### config.mk
export PLATFORM = sky130hd
export DESIGN_NAME = p405s_icu_dp_regpipe
export DESIGN_NICKNAME = d
export VERILOG_FILES = /design/src/rtl/p405s_icu_pkg.sv /design/src/rtl/p405s_icu_dp_regstage.sv /design/src/rtl/p405s_icu_dp_regpipe.sv
export SDC_FILE = /design/constraint.sdc
export NUM_CORES = 1
export LEC_CHECK = 0
export CAP_MARGIN = 20
export CELL_PAD_IN_SITES_DETAIL_PLACEMENT = 0
export CELL_PAD_IN_SITES_GLOBAL_PLACEMENT = 1
export CORE_MARGIN = 4
export CORE_UTILIZATION = 39
export CTS_CLUSTER_DIAMETER = 100
export DETAILED_ROUTE_END_ITERATION = 10
export PLACE_DENSITY_LB_ADDON = 0.1
export SLEW_MARGIN = 15
export SYNTH_ARGS = -nofsm -noshare
export SYNTH_HDL_FRONTEND = slang
export SYNTH_SLANG_ARGS = --single-unit
### constraint.sdc
create_clock -name CB -period 2.2 [get_ports CB]
set_input_delay 0.44 -clock CB [delete_from_list [all_inputs] [get_ports CB]]
set_output_delay 0.44 -clock CB [all_outputs]
set_load 0.02 [all_outputs]
### src/rtl/p405s_icu_pkg.sv
// Shared ICU datapath constants and sizing helpers.
package p405s_icu_pkg;

    localparam int unsigned ICU_DP_WIDTH     = 32;
    localparam int unsigned ICU_DP_DEPTH_MIN = 1;
    localparam int unsigned ICU_DP_DEPTH_MAX = 4;

    // Smallest CNT width able to hold 0..depth.
    function automatic int unsigned icu_dp_cnt_w(input int unsigned depth);
        return $clog2(depth + 1);
    endfunction

endpackage

### src/rtl/p405s_icu_dp_regstage.sv
// One elastic pipeline stage: data register plus valid bit with load and kill.
module p405s_icu_dp_regstage
    import p405s_icu_pkg::*;
#(
    parameter int unsigned      WIDTH     = ICU_DP_WIDTH,
    parameter logic [0:WIDTH-1] RESET_VAL = '0
) (
    input  logic             clk_i,
    input  logic             rst_ni,
    input  logic             flush_i,
    input  logic             ld_i,
    input  logic             vld_i,
    input  logic [0:WIDTH-1] d_i,
    output logic [0:WIDTH-1] q_o,
    output logic             vld_o,
    output logic             vld_nxt_o
);

    logic [0:WIDTH-1] data_d, data_q;
    logic             vld_d, vld_q;

    // Data only moves with a valid token; flush kills validity but never touches data.
    always_comb begin
        data_d = data_q;
        vld_d  = vld_q;
        if (flush_i) begin
            vld_d = 1'b0;
        end else if (ld_i) begin
            vld_d = vld_i;
            if (vld_i) begin
                data_d = d_i;
            end
        end
    end

    always_ff @(posedge clk_i or negedge rst_ni) begin
        if (!rst_ni) begin
            data_q <= RESET_VAL;
            vld_q  <= 1'b0;
        end else begin
            data_q <= data_d;
            vld_q  <= vld_d;
        end
    end

    assign q_o       = data_q;
    assign vld_o     = vld_q;
    assign vld_nxt_o = vld_d;

endmodule

### src/rtl/p405s_icu_dp_regpipe.sv
// DEPTH-stage elastic datapath register with valid/ready handshake, flush and occupancy count.
module p405s_icu_dp_regpipe
    import p405s_icu_pkg::*;
#(
    parameter int unsigned      WIDTH     = ICU_DP_WIDTH,
    parameter int unsigned      DEPTH     = 2,
    parameter logic [0:WIDTH-1] RESET_VAL = '0,
    parameter int unsigned      CNT_W     = 3
) (
    input  logic             CB,
    input  logic             RESETN,
    input  logic [0:WIDTH-1] D,
    input  logic             E1,
    output logic             RDY_OUT,
    input  logic             FLUSH,
    output logic [0:WIDTH-1] L2,
    output logic             L2_VLD,
    input  logic             TAKE,
    output logic [CNT_W-1:0] CNT
);

    logic [DEPTH:0]   rdy;
    logic [DEPTH-1:0] vld;
    logic [DEPTH-1:0] vld_nxt;
    logic [DEPTH-1:0] up_vld;
    logic [0:WIDTH-1] up_d  [DEPTH];
    logic [0:WIDTH-1] stg_q [DEPTH];
    logic [CNT_W-1:0] cnt_d, cnt_q;

    // A stage can load if it is empty or its successor is moving this cycle.
    always_comb begin
        rdy[DEPTH] = TAKE;
        for (int i = DEPTH - 1; i >= 0; i--) begin
            rdy[i] = !vld[i] | rdy[i+1];
        end
    end

    always_comb begin
        up_vld[0] = E1;
        up_d[0]   = D;
        for (int i = 1; i < DEPTH; i++) begin
            up_vld[i] = vld[i-1];
            up_d[i]   = stg_q[i-1];
        end
    end

    for (genvar g = 0; g < DEPTH; g++) begin : g_stage
        p405s_icu_dp_regstage #(
            .WIDTH     (WIDTH),
            .RESET_VAL (RESET_VAL)
        ) u_stage (
            .clk_i     (CB),
            .rst_ni    (RESETN),
            .flush_i   (FLUSH),
            .ld_i      (rdy[g]),
            .vld_i     (up_vld[g]),
            .d_i       (up_d[g]),
            .q_o       (stg_q[g]),
            .vld_o     (vld[g]),
            .vld_nxt_o (vld_nxt[g])
        );
    end

    // Counting next-state valids keeps CNT in lockstep with the stage valid flops.
    always_comb begin
        cnt_d = '0;
        for (int i = 0; i < DEPTH; i++) begin
            cnt_d = cnt_d + CNT_W'(vld_nxt[i]);
        end
    end

    always_ff @(posedge CB or negedge RESETN) begin
        if (!RESETN) begin
            cnt_q <= '0;
        end else begin
            cnt_q <= cnt_d;
        end
    end

    assign RDY_OUT = rdy[0];
    assign L2      = stg_q[DEPTH-1];
    assign L2_VLD  = vld[DEPTH-1];
    assign CNT     = cnt_q;

endmodule

# Yosys cells after proc, flatten, opt, wreduce, memory -nomap -nowiden
# Cells that the tools add are included.
word_totals:
  wordCells: 17
  regBits: 68
  inputBits: 37
classes:
  reduce_logical: 4
  n_mux: 4
  n_bitwise: 3
  addsub: 1
op_table:
  columns: ["operator", "n"]
  rows:
  - ["3-bit AND reduction", 2]
  - ["1-bit two-way mux", 4]
  - ["1-bit by 1-bit adder with 2-bit output", 1]
  - ["1-bit zero test", 2]
  - ["1-bit OR", 2]
  - ["1-bit inverter", 1]

# Depth between registers and ports, before layout
depth:
  word_depth: 6
  mapped_depth: 5
  depth_no_buf: 4

# Cells and area by module
# A second synthesis with hierarchy kept.
unflattened:
  hier_cells: 149
  hier_area_um2: 2820.2
by_module_without_submodules:
  columns: ["mod", "n_inst", "cells_per_inst", "seq_area_each_um2", "area_per_inst_um2"]
  rows:
  - ["p405s_icu_dp_regstage", 2, 71, 825.8, 1366.3]
  - ["p405s_icu_dp_regpipe", 1, 7, 50.0, 87.6]

# Worst setup path after synthesis
# OpenSTA, ideal clock, no wires.
synth_timing:
  kind: "input to register"
  start: "in TAKE"
  end: "reg g_stage[0].u_stage.data_q (netlist bit g_stage[0].u_stage.q_o[10])"
  arrival_ps: 1540
  stages: 4
  n_path_buf: 1
  slack_ps: 535
  path_cell_list: "nand3b_1 nand3b_1 buf_2 mux2_2"
synth_via:
  elab_chain_cells: 3
synth_lines:
  columns: ["element", "line", "rtl"]
  rows:
  - ["from (decl)", "p405s_icu_dp_regpipe.sv:18", "input logic TAKE,"]
  - ["1-bit OR (2 in a row)", "p405s_icu_dp_regpipe.sv:34", "rdy[i] = !vld[i] | rdy[i+1];"]
  - ["3-bit AND reduction (no line)", null, null]
  - ["to (signal assigned)", "p405s_icu_dp_regstage.sv:41", "data_q <= data_d;"]
  - ["to (decl)", "p405s_icu_dp_regstage.sv:19", "logic [0:WIDTH-1] data_d, data_q;"]
# No other way between the ends.
# A chain may end at the register's enable or synchronous reset.

# Worst setup path in the final report
layout_timing:
  start: "in TAKE"
  end: "out RDY_OUT"
layout_via:
  elab_chain_cells: 2
layout_lines:
  columns: ["element", "line", "rtl"]
  rows:
  - ["1-bit OR (2 in a row)", "p405s_icu_dp_regpipe.sv:34", null]
  - ["to (decl)", "p405s_icu_dp_regpipe.sv:14", "output logic RDY_OUT,"]
# No other way between the ends.

==> run metrics <==
Total GRT Usage 0.135; initial antenna violation count 0; endpoints failing setup 0; fraction of layout cells with a size suffix above 1 0.374; Final TNS setup 0 ps; synth unique cells 15; area of the die ~8300 um2; worst hold path type in -> async; Critical Path Start TAKE; Hold Vio Cnt, Final 0; Synth area leaders dfrtp_1 63%, mux2_4 17%, mux2_2 14%; GRT overflow 0; #FFs+latches synth a little under 70; FF-to-FF Start g_stage[1].u_stage.vld_o; Crit Path Class in -> out; vias in the first global route between 1500 and 2000; VDD IR max 0.486 mV; WP data arrival around 1500 ps; CTS tree built; Clock Path Buffers 2; Final Skew 7.52 ps; DR WL/cell 16.5 um; Critical Path RT around 1800 ps; Iter 0 DRT Violations 59; IO buf count between 70 and 80; status finished, final reports clean; Ys Warns 0; syn_nets 188; endpoint type of the worst setup path output port; Tmin final a little under 2000 ps; worst slew pin tran 695 ps; cell area after synthesis 2700 um2; Sink Count between 60 and 70; slew margin rel. 0.537; Max Fclk between 500 and 600 MHz; Die Wd a little over 90 um; clock buffer count from CTS 9; number of diodes 0; Pwr per Cell Area between 1000 and 1500 nW/um2; P_leak 1.68 nW; Setup crit start kind primary input; drt pass-1 iters 4; Vias/cell 4.75; row cnt 30; cell taking the most area after synthesis dfrtp_1; synthesis-to-finish area growth 37.8%; post-synthesis sequential area ratio 0.631; fin. max-slew vios 0; crit-path max FO 3; IO Pins 74; Chip Height 91.2 um; Max H-tree Level 3; Mapped Cells 150; largest net degree at the start of global routing 36; drt drc 0; Worst-Skew Late Latency 330 ps; hold buffers post-CTS 0; post-DP HPWL 3.63 mm; Mapped Avg Cell Area 18.0 um2; Initial Util 0.399; Clock Pin Slew Worst Setup and Hold Paths roughly 70 ps; top cell type's share of synthesized area 0.631; first-pass GRT wire length a little under 9 mm; final WL 5.20 mm; Routability Congestion about 0.7; RSZ-0062 raised after global routing false; Setup Fix Bufs, Post-CTS 0; Root Driver clkbuf_8; vias post-DR about 1500; Final Hold Slack approximately 150 ps; Core ar. 6760 um2; Layout Nets approximately 270; final period utilization 0.885; DRT antenna net count 0; Max-Cap Viols 0
-- what timing repair did --
item,in CTS,in global routing
gates resized for setup,1,0
endpoints found under the setup margin,1,0
endpoints found under the hold margin,0,0
-- where the power goes --
part           internal (mW)  switching, mW  total, mW
Clock                  0.667          0.462       1.13
Combinational          0.674          0.443       1.12
Sequential              1.52          0.158       1.68
Total                   2.86           1.06       3.93
-- layout make-up --
cell class	instances	area, um2
tap	80	100
fill	540	3040
timing repair buffer	77	790
clock inverter	6	87.6
sequential	68	1700
clock buffer	10	138
multi-input combinational	73	900
inverter	1	3.75
-- worst max-delay path: stages --
cell,delay [ps]
clkdlybuf4s50_1,520
nand3b_1,180
dlygate4sd2_1,370
-- logic make-up after synthesis --
logic type	count (synthesis)	share of synthesized area
mux	64	0.309
compound gates	1	0.00185
other cells	1	0.00139
buf+inv	9	0.0362
simple gates	6	0.0167
fa+ha+maj	1	0.00464
flops	68	0.631
-- worst paths after layout --
kind | to | slack (ps) | depth (start not counted)
worst max-delay path | RDY_OUT | 250 | 3
min in group CB | g_stage[1].u_stage.q_o[31] | 490 | 1
worst min register to register | g_stage[1].u_stage.q_o[31] | 490 | 1
max in group asynchronous | g_stage[0].u_stage.q_o[8] | 1410 | 2
worst max register to register | g_stage[1].u_stage.q_o[17] | 530 | 4
worst min-delay path | g_stage[0].u_stage.q_o[2] | 150 | 1
-- registers in the layout (all words and copies together), names as in the netlist --
name	flops
CNT	2
g_stage.u_stage.q_o	64
g_stage.u_stage.vld_o	2
-- layout by cell type (no fill, tap or decap), drive strengths merged --
cell type      instances
conb                   1
clkinvlp               3
clkbuf                10
bufinv                 2
nor2                   2
mux2                  64
dfrtp                 68
nor2b                  1
buf                    6
or3b                   1
a21oi                  1
ha                     1
clkdlybuf4s50         70
nand3b                 2
dlygate4sd2            1
inv                    1
clkinv                 1
-- metal layers --
| layer | GRT usage | vias to the layer above | wire, um |
|---|---|---|---|
| met2 | 0.224 | 43 | 2650 |
| li1 | - | 677 | - |
| met5 | 0 | - | 0 |
| met1 | 0.163 | 771 | 2270 |
| met4 | 0.0528 | 0 | 34 |
| met3 | 0.0423 | 4 | 250 |
-- metrics by stage --
step | setup slack, ps | std cells | area, um2 | utilization | total power [mW]
after global routing | 223 | 315 | 3720 | 0.551 | 4.11
final | 252 | 315 | 3720 | 0.551 | 3.93
after global placement | 28.4 | 299 | 3500 | 0.517 | 2.79
after CTS | 267 | 315 | 3720 | 0.551 | 3.98
after floorplan | 535 | 150 | 2700 | - | 2.28
after detailed placement | -11.1 | 299 | 3500 | 0.517 | 2.83
-- synthesized netlist by cell type, drive strengths merged --
master,number
dfrtp,68
or3b,1
nand3b,2
buf,8
a21oi,1
ha,1
nor2,2
nor2b,1
conb,1
inv,1
mux2,64
(Power assumes the default switching activity.)
